**src/rtl/interrupt_arbiter_pkg.sv**
```systemverilog
// Shared types and constants for the interrupt arbiter: FSM states,
// line/ID widths, configuration selectors and the fixed-priority encoder function.
package interrupt_pkg;

    localparam int NUM_LINES = 8;
    localparam int ID_W      = $clog2(NUM_LINES);

    localparam logic CFG_SEL_MASK = 1'b0;
    localparam logic CFG_SEL_GEN  = 1'b1;

    typedef enum logic [1:0] {
        IDLE    = 2'd0,
        REQUEST = 2'd1,
        SERVICE = 2'd2
    } state_t;

    // Ascending scan so the last (highest) set index wins.
    function automatic logic [ID_W-1:0] prio_encode(input logic [NUM_LINES-1:0] eligible);
        logic [ID_W-1:0] idx;
        idx = '0;
        for (int i = 0; i < NUM_LINES; i++) begin
            if (eligible[i]) begin
                idx = ID_W'(i);
            end
        end
        return idx;
    endfunction

endpackage

```
**src/rtl/interrupt_arbiter_prio_enc.sv**
```systemverilog
// Combinational fixed-priority encoder: highest set eligible line wins,
// win_vld flags that at least one line is eligible.
module int_priority_encoder
    import interrupt_pkg::*;
(
    input  logic [NUM_LINES-1:0] eligible,
    output logic [ID_W-1:0]      win_id,
    output logic                 win_vld
);

    assign win_id  = prio_encode(eligible);
    assign win_vld = |eligible;

endmodule

```
**src/rtl/interrupt_arbiter.sv**
```systemverilog
// Interrupt arbiter: edge-latches hardware lines into Pending, masks them and
// requests the control FSM at instruction boundaries. Optional INT_SYNC_EN adds a 2-flop input synchronizer.
module interrupt_arbiter
    import interrupt_pkg::*;
#(
    parameter logic [15:0]          VECTOR_BASE  = 16'h0100,
    parameter int                   VECTOR_SHIFT = 4,
    parameter logic [NUM_LINES-1:0] RESET_MASK   = 8'hFF
) (
    input  logic                 CLK,
    input  logic                 Reset,
    input  logic [NUM_LINES-1:0] HardwareInterrupt,
    input  logic                 InstrBoundary,
    input  logic                 IntAck,
    input  logic                 IntReturn,
    input  logic                 CfgWrite,
    input  logic                 CfgSel,
    input  logic [7:0]           CfgData,
    output logic                 IntRequest,
    output logic [ID_W-1:0]      IntId,
    output logic [15:0]          IntVector,
    output logic                 Busy,
    output logic [NUM_LINES-1:0] Pending,
    output logic [NUM_LINES-1:0] Mask,
    output logic                 GlobalEnable
);

    state_t                 state_q, state_d;
    logic [ID_W-1:0]        id_q, id_d;
    logic [NUM_LINES-1:0]   pending_q, pending_d;
    logic [NUM_LINES-1:0]   mask_q, mask_d;
    logic                   gen_q, gen_d;
    logic [NUM_LINES-1:0]   hist_q, hist_d;
    logic [NUM_LINES-1:0]   line_s;
    logic [NUM_LINES-1:0]   rise;
    logic [NUM_LINES-1:0]   ack_clr;
    logic [NUM_LINES-1:0]   eligible;
    logic [ID_W-1:0]        win_id;
    logic                   win_vld;

`ifdef INT_SYNC_EN
    logic [NUM_LINES-1:0]   sync1_q, sync2_q;

    always_ff @(posedge CLK or posedge Reset) begin
        if (Reset) begin
            sync1_q <= '0;
            sync2_q <= '0;
        end else begin
            sync1_q <= HardwareInterrupt;
            sync2_q <= sync1_q;
        end
    end

    assign line_s = sync2_q;
`else
    assign line_s = HardwareInterrupt;
`endif

    assign rise     = line_s & ~hist_q;
    assign eligible = pending_q & mask_q;

    int_priority_encoder u_prio (
        .eligible (eligible),
        .win_id   (win_id),
        .win_vld  (win_vld)
    );

    always_comb begin
        hist_d  = line_s;
        mask_d  = mask_q;
        gen_d   = gen_q;
        ack_clr = '0;
        state_d = state_q;
        id_d    = id_q;

        if (CfgWrite) begin
            if (CfgSel == CFG_SEL_MASK) begin
                mask_d = CfgData[NUM_LINES-1:0];
            end else begin
                gen_d = CfgData[0];
            end
        end

        unique case (state_q)
            IDLE: begin
                if (gen_q && win_vld && InstrBoundary) begin
                    id_d    = win_id;
                    state_d = REQUEST;
                end
            end
            REQUEST: begin
                if (IntAck) begin
                    ack_clr = NUM_LINES'(1) << id_q;
                    state_d = SERVICE;
                end
            end
            SERVICE: begin
                if (IntReturn) begin
                    state_d = IDLE;
                end
            end
            default: state_d = IDLE;
        endcase

        // A fresh edge on the acked line re-arms it: set dominates clear.
        pending_d = (pending_q & ~ack_clr) | rise;
    end

    always_ff @(posedge CLK or posedge Reset) begin
        if (Reset) begin
            state_q   <= IDLE;
            id_q      <= '0;
            pending_q <= '0;
            mask_q    <= RESET_MASK;
            gen_q     <= 1'b0;
            hist_q    <= '0;
        end else begin
            state_q   <= state_d;
            id_q      <= id_d;
            pending_q <= pending_d;
            mask_q    <= mask_d;
            gen_q     <= gen_d;
            hist_q    <= hist_d;
        end
    end

    assign IntRequest   = (state_q == REQUEST);
    assign Busy         = (state_q == SERVICE);
    assign IntId        = id_q;
    assign IntVector    = VECTOR_BASE + (16'(id_q) << VECTOR_SHIFT);
    assign Pending      = pending_q;
    assign Mask         = mask_q;
    assign GlobalEnable = gen_q;

endmodule

```
**config.mk**
```make
export PLATFORM = sky130hd
export DESIGN_NAME = interrupt_arbiter
export DESIGN_NICKNAME = d
export VERILOG_FILES = /design/src/rtl/interrupt_arbiter_pkg.sv /design/src/rtl/interrupt_arbiter_prio_enc.sv /design/src/rtl/interrupt_arbiter.sv
export SDC_FILE = /design/constraint.sdc
export NUM_CORES = 1
export LEC_CHECK = 0
export BUFFER_PORTS_ARGS = -buffer_cell sky130_fd_sc_hd__buf_2
export CORE_MARGIN = 2
export CORE_UTILIZATION = 41
export CTS_CLUSTER_SIZE = 30
export DETAILED_ROUTE_END_ITERATION = 16
export PLACE_DENSITY = 0.77
export SLEW_MARGIN = 20
export SYNTH_ARGS = -nofsm -noshare
export SYNTH_HDL_FRONTEND = slang
export SYNTH_SLANG_ARGS = --single-unit
```
**constraint.sdc**
```tcl
create_clock -name CLK -period 1.55 [get_ports CLK]
set_clock_uncertainty 0.2 [all_clocks]
set_input_delay 0.0775 -clock CLK [delete_from_list [all_inputs] [get_ports CLK]]
set_output_delay 0.0775 -clock CLK [all_outputs]
set_load 0.05 [all_outputs]
```
==> metrics.csv, run 1 <==
stage,metric,value,unit
run_status,status,"finished, violations left",
run_status,failing checks,setup timing,
clocking,CTS buffer count,5,
clocking,clk buf depth,2,
worst_setup_path,Crit. End Element,flop,
power,Power Density,1422,nW/um^2
routing,Post-DRT Antenna Nets,0,
grt,initial antenna violation count,0,
routing,drt wl/cell,12.66,um
timing,min cycle time layout,1579,ps
grt,first-pass GRT wire length,4795,um
timing,Final Max Slew Viols,0,
layout,post-route insts no fill,241,
worst_setup_path,crit start category,flop,
routing,DRT Pass-1 Iters,4,
power,overall power,2756,uW
hold_path,Hold Path Sink,state_q[0],
clocking,H-tree depth,2,
clocking,CTS tree,yes,
placed_design,DP Area,1620,um^2
floorplanning,Core Region,3078,um^2
hold_path,hold path cells,4,
floorplanning,io pins,61,
timing,Hold WS,54.28,ps
worst_setup_path,launching point of the worst reg2reg path,Pending[7],
hold_path,hold path startpoint,InstrBoundary,
logic_synthesis,Post-Syn Area,1335,um^2
timing,f_max,633.2,MHz
floorplanning,Starting Density,43.37,%
layout,layout cells sized above 1,50.25,%
logic_synthesis,YS warnings,0,
timing,Final Hold Vio Count,0,
worst_setup_path,Reg2Reg Depth,4,
clocking,CTS root buffer,clkbuf_4,
layout,fill count,246,
logic_synthesis,Netlist cell types,22,
floorplanning,Die X,61.06,um
clocking,CTS Sinks,30,
worst_setup_path,r2r setup slk,-30,ps
grt,largest net degree at the start of global routing,31,
job,max-cap violation count,0,
routing,DR vias,1091,
layout,post-layout util,62.97,%
placed_design,I/O Buffers,47,
layout,final instance area,1938,um^2
clocking,Clock Latency Late Sink,330,ps
worst_setup_path,Crit path arrival time,1590,ps
timing,period utilization,101.9,%
clocking,Worst-path clk slew,90,ps
grt,Total Routing Usage GR,18.40,%
routing,DRT Wirelength,3052,um
layout,Diodes inserted,0,
routing,vias per cell,4.527,
logic_synthesis,"Seq/Total Area, Yosys",56.98,%
grt,vias in the first global route,1124,
worst_setup_path,Crit path required time,1570,ps
power,peak supply drop,0.0009708,V
floorplanning,row count,20,
timing,Final setup viols,3,
placed_design,Cells after DPL,210,
layout,Area Growth Syn to Fin,45.17,%
placed_design,gpl congestion,0.8149,
layout,Layout Nets,219,
floorplanning,Vert. Die Dim,61.06,um
worst_setup_path,Worst Setup SP,Pending[7],
worst_setup_path,Worst Path Max Fanout,4,
hold_path,min-delay worst type,input port to flop,
worst_setup_path,worst flop-to-flop path endpoint,IntId[1],
grt,gr ovfl total,0,
routing,DRC errors left,0,
routing,initial drt markers,25,
logic_synthesis,average size of a mapped cell,11.41,um^2
timing,RSZ-0062 raised after global routing,true,
floorplanning,die area,3728,um^2
placed_design,detailed placement HPWL,2179,um
logic_synthesis,Synth Instances,117,
logic_synthesis,Seq cells post-synth,30,
power,Leakage,0.0008764,uW
worst_setup_path,critical path class,flop to flop,
timing,final setup margin,-29.40,ps
[state kept, by name, indices dropped and copies added (netlist names)]
signal,count
Mask,8
IntId,3
hist_q,8
state_q,2
Pending,8
GlobalEnable,1
[kinds of logic (layout without fill, tap and decap cells)]
logic type / Yosys count / in the layout / share of synthesized area (%)
buf+inv: 28 / 97 / 12.46
other cells: 2 / 13 / 0.5625
simple gates: 19 / 19 / 7.966
flops: 30 / 30 / 56.98
mux: 12 / 12 / 10.12
compound gates: 26 / 26 / 11.90
[routing by layer]
metal  track usage, %  vias up  share of wire [%]  routed length, um
met5                0        -                  0                  0
met4            7.453        0                1.6                 50
met3            7.353        7                5.9                181
met2            31.00       43                 51               1544
met1            20.85      519                 42               1277
li1                 -      522                  -                  -
[area by class of cell]
cell class / count / area [um^2] / share of cell area (%)
clock buffers: 8 / 48.80 / 2.518
well taps: 44 / 55.05 / 2.841
flip-flops and latches: 30 / 770.7 / 39.77
inverters: 11 / 45.04 / 2.324
multi-input cells: 70 / 486.7 / 25.11
repair buffers: 78 / 531.8 / 27.44
[what timing repair did]
| item | in CTS | in global routing |
|---|---|---|
| hold endpoints to repair | 57 | 0 |
| gates cloned | 0 | 0 |
| gates resized for setup | 3 | 12 |
| setup buffers | 2 | 0 |
| setup endpoints to repair | 3 | 12 |
| hold buffers | 21 | 0 |
| pin swaps | 1 | 0 |
[per-stage QoR]
stage               worst slack, ps  setup TNS [ps]
finish                       -29.40          -71.43
detailed placement           -27.57          -64.03
CTS                          -19.70          -44.66
global placement              43.46               0
floorplan                    -88.02          -265.4
global route                 -115.7          -389.5
[cells in the mapped netlist (all sizes together)]
library cell	n	area share, %
inv	11	3.1
nand3	2	1.1
or2	1	0.47
dfstp	8	16
and4bb	1	0.94
mux2	12	10
o21ai	19	7.4
dfrtp	22	41
a32oi	2	1.3
a22oi	3	2.1
o31ai	2	1.1
nand2b	4	1.9
nand3b	1	0.56
buf	17	9.4
conb	2	0.56
nand2	9	2.5
nor2b	1	0.47
[worst max-delay path: stages, from the launching register on]
cell	delay (ps)
dfrtp_2	410
a22oi_2	200
nand3_2	130
o21ai_4	180
mux2_1	340
[how the worst max path moves through the flow]
stage                to  slack [ps]  cells past startpoint
4_1_cts        IntId[1]         -20                      4
2_1_floorplan  IntId[1]         -90                      4
3_5_place_dp   IntId[1]         -30                      4
3_3_place_gp   IntId[2]          40                      4
6_report       IntId[1]         -30                      4
5_1_grt        IntId[0]        -120                      4
[power by group]
part	switching, uW	total, uW	leakage (uW)	internal, uW
Sequential	150	1090	0.000315	936
Clock	256	436	0.0000265	180
Combinational	868	1230	0.000535	366
Total	1270	2760	0.000876	1480
[cell usage in the layout (no fill, tap or decap)]
| cell type | instances |
|---|---|
| clkbuf_1 | 3 |
| nor2b_1 | 1 |
| mux2_1 | 3 |
| buf_4 | 10 |
| dlygate4sd3_1 | 21 |
| nand2_1 | 8 |
| dfrtp_2 | 8 |
| o21ai_1 | 3 |
| o31ai_2 | 2 |
| o21ai_4 | 1 |
| nand2_2 | 1 |
| nand2b_1 | 4 |
| o21ai_0 | 15 |
| and4bb_2 | 1 |
| a32oi_1 | 2 |
| dfrtp_1 | 14 |
| dfstp_2 | 8 |
| nand3_2 | 2 |
| inv_1 | 10 |
| a22oi_2 | 3 |
| mux2_2 | 9 |
| conb_1 | 13 |
| clkbuf_4 | 7 |
| buf_6 | 1 |
| clkinvlp_4 | 1 |
| nand3b_1 | 1 |
| or2_4 | 1 |
| buf_2 | 44 |
Note: power is estimated with default switching activity, not from simulation.
==> inputs of run 2 (changes only) <==
--- a/config.mk
+++ b/config.mk
@@ -11,6 +11,7 @@
 export CTS_CLUSTER_SIZE = 30
 export DETAILED_ROUTE_END_ITERATION = 16
 export PLACE_DENSITY = 0.77
+export SETUP_SLACK_MARGIN = 0.05
 export SLEW_MARGIN = 20
 export SYNTH_ARGS = -nofsm -noshare
 export SYNTH_HDL_FRONTEND = slang
==> run 2 against run 1 <==
Sequential cell count unchanged. Final area is 2.1% higher. Non-clock buffer count grew 1. Via count fell by 0.55%. Largest power group unchanged. Hold slack improved by 76 ps. Die area did not move. Total power is 3.4% higher. Fmax hardly changed. Sequential power hardly changed. Wire length fell by 2.7%. The flow still finishes with violations (setup timing). First-iteration DRC count fell by 48%. Critical endpoint is now IntId[2].
==> metrics.csv, run 2 (synthesis results as in run 1) <==
stage,metric,value,unit,change
routing,initial drt markers,13,,was 25
job,max-cap violation count,0,,unchanged
hold_path,hold path startpoint,InstrBoundary,,unchanged
clocking,CTS tree,yes,,unchanged
timing,Setup TNS,-62.78,ps,was -71.43 ps
layout,Diodes inserted,0,,unchanged
power,peak supply drop,0.0009904,V,was 0.0009708 V
layout,final instance area,1979,um^2,was 1938 um^2
layout,"commonest non-fill, non-tap cells in the layout","buf_2 (43), dlygate4sd3_1 (21), dfrtp_1 (13), conb_1 (13)",,"was buf_2 (44), dlygate4sd3_1 (21), o21ai_0 (15), dfrtp_1 (14), conb_1 (13)"
floorplanning,Starting Density,43.37,%,unchanged
run_status,status,"finished, violations left",,unchanged
floorplanning,Die X,61.06,um,unchanged
clocking,Clock Latency Late Sink,320,ps,was 330 ps
layout,Area Growth Syn to Fin,48.27,%,was 45.17%
timing,Final Max Slew Viols,0,,unchanged
power,Power Density,1440,nW/um^2,was 1422 nW/um^2
placed_design,detailed placement HPWL,2173,um,was 2179 um
timing,final setup margin,-30.05,ps,was -29.40 ps
floorplanning,die area,3728,um^2,unchanged
worst_setup_path,Crit. End Element,flop,,unchanged
layout,layout cells sized above 1,53.54,%,was 50.25%
grt,first-pass GRT wire length,4685,um,was 4795 um
floorplanning,Vert. Die Dim,61.06,um,unchanged
timing,min cycle time layout,1580,ps,was 1579 ps
layout,Layout Nets,220,,was 219
routing,drt wl/cell,12.27,um,was 12.66 um
grt,initial antenna violation count,0,,unchanged
timing,f_max,632.9,MHz,was 633.2 MHz
floorplanning,io pins,61,,unchanged
clocking,H-tree depth,2,,unchanged
clocking,CTS root buffer,clkbuf_4,,unchanged
clocking,Worst-path clk slew,90,ps,about the same
timing,RSZ-0062 raised after global routing,true,,unchanged
grt,gr ovfl total,0,,unchanged
power,Leakage,0.0009053,uW,was 0.0008764 uW
routing,vias per cell,4.483,,was 4.527
hold_path,min-delay worst type,input port to flop,,unchanged
routing,DRT Wirelength,2969,um,was 3052 um
clocking,clk buf depth,2,,unchanged
routing,Post-DRT Antenna Nets,0,,unchanged
placed_design,DP Area,1640,um^2,was 1620 um^2
grt,largest net degree at the start of global routing,31,,unchanged
floorplanning,Core Region,3078,um^2,unchanged
routing,DRT Pass-1 Iters,4,,unchanged
layout,"commonest non-fill, non-tap cell in the layout",buf_2,,unchanged
worst_setup_path,Worst Setup SP,Pending[2],,was Pending[7]
run_status,failing checks,setup timing,,unchanged
routing,DRC errors left,0,,unchanged
clocking,CTS Sinks,30,,unchanged
worst_setup_path,Crit path required time,1570,ps,about the same
worst_setup_path,Worst Path Max Fanout,4,,unchanged
clocking,CTS buffer count,5,,unchanged
worst_setup_path,Crit path arrival time,1600,ps,was 1590 ps
grt,vias in the first global route,1044,,was 1124
worst_setup_path,critical path class,flop to flop,,unchanged
placed_design,I/O Buffers,47,,unchanged
timing,Final Hold Vio Count,0,,unchanged
placed_design,gpl congestion,0.7943,,was 0.8149
routing,DR vias,1085,,was 1091
grt,Total Routing Usage GR,17.96,%,was 18.40%
timing,period utilization,101.9,%,about the same
worst_setup_path,launching point of the worst reg2reg path,Pending[2],,was Pending[7]
worst_setup_path,crit start category,flop,,unchanged
floorplanning,row count,20,,unchanged
timing,Final setup viols,3,,unchanged
## run 2: cell count changes in the layout (fill, tap and decap cells not counted), sizes merged
cell,change
buf,+2
clkbuf,-2
clkinv,+1
## run 2: repair_timing
action                                  in CTS  in global routing
gates resized for setup                      8                 13
hold buffers                                21                  0
endpoints found under the hold margin       57                  0
pin swaps                                    1                  3
endpoints found under the setup margin       9                 15
setup buffers                                1                  1
## run 2: cell type report
type                            instances  area, um^2
Sequential cell                        30       772.0
Clock inverter                          1       5.005
Clock buffer                            7       55.05
Inverter                               11       45.04
Fill cell                             252        1099
Tap cell                               44       55.05
Timing Repair Buffer                   79       545.5
Multi-Input combinational cell         70       501.7
## run 2: critical path, stage by stage (launching register included)
cell	delay [ps]
dfrtp_2	420
a22oi_2	200
nand2_2	100
o21ai_4	220
mux2_1	340
## run 2: path summary, 6_finish.rpt
path	to	slack, ps	cells past startpoint
min reg2reg	Pending[2]	220	1
max	IntId[2]	-30	4
max reg2reg	IntId[2]	-30	4
min in group asynchronous	hist_q[5]	150	4
min	IntId[2]	130	4
max in group asynchronous	Mask[5]	680	4
## run 2: metal layers
layer | vias up | global-route usage, % | part of all wire, %
li1 | 524 | - | -
met1 | 513 | 21.82 | 40
met2 | 48 | 29.94 | 53
met3 | 0 | 6.303 | 7.3
met4 | 0 | 5.901 | 0
met5 | - | 0 | 0
## run 2: power breakdown
| part | switching [uW] | total (uW) | internal (uW) |
|---|---|---|---|
| Sequential | 162 | 1100 | 938 |
| Clock | 257 | 477 | 220 |
| Combinational | 869 | 1270 | 404 |
| Total | 1290 | 2850 | 1560 |
## run 2: stage by stage
stage | utilization (%) | std cells | worst slack, ps | hold WS (ps) | power [uW]
floorplan | - | 128 | -88.02 | -91.07 | 2012
global placement | 53.29 | 211 | 42.93 | -46.06 | 2233
detailed placement | 53.29 | 211 | -32.79 | -35.54 | 2260
CTS | 63.13 | 241 | -48.56 | 111.2 | 2833
global route | 64.31 | 242 | -73.40 | 117.6 | 2998
finish | 64.31 | 242 | -30.05 | 129.9 | 2851
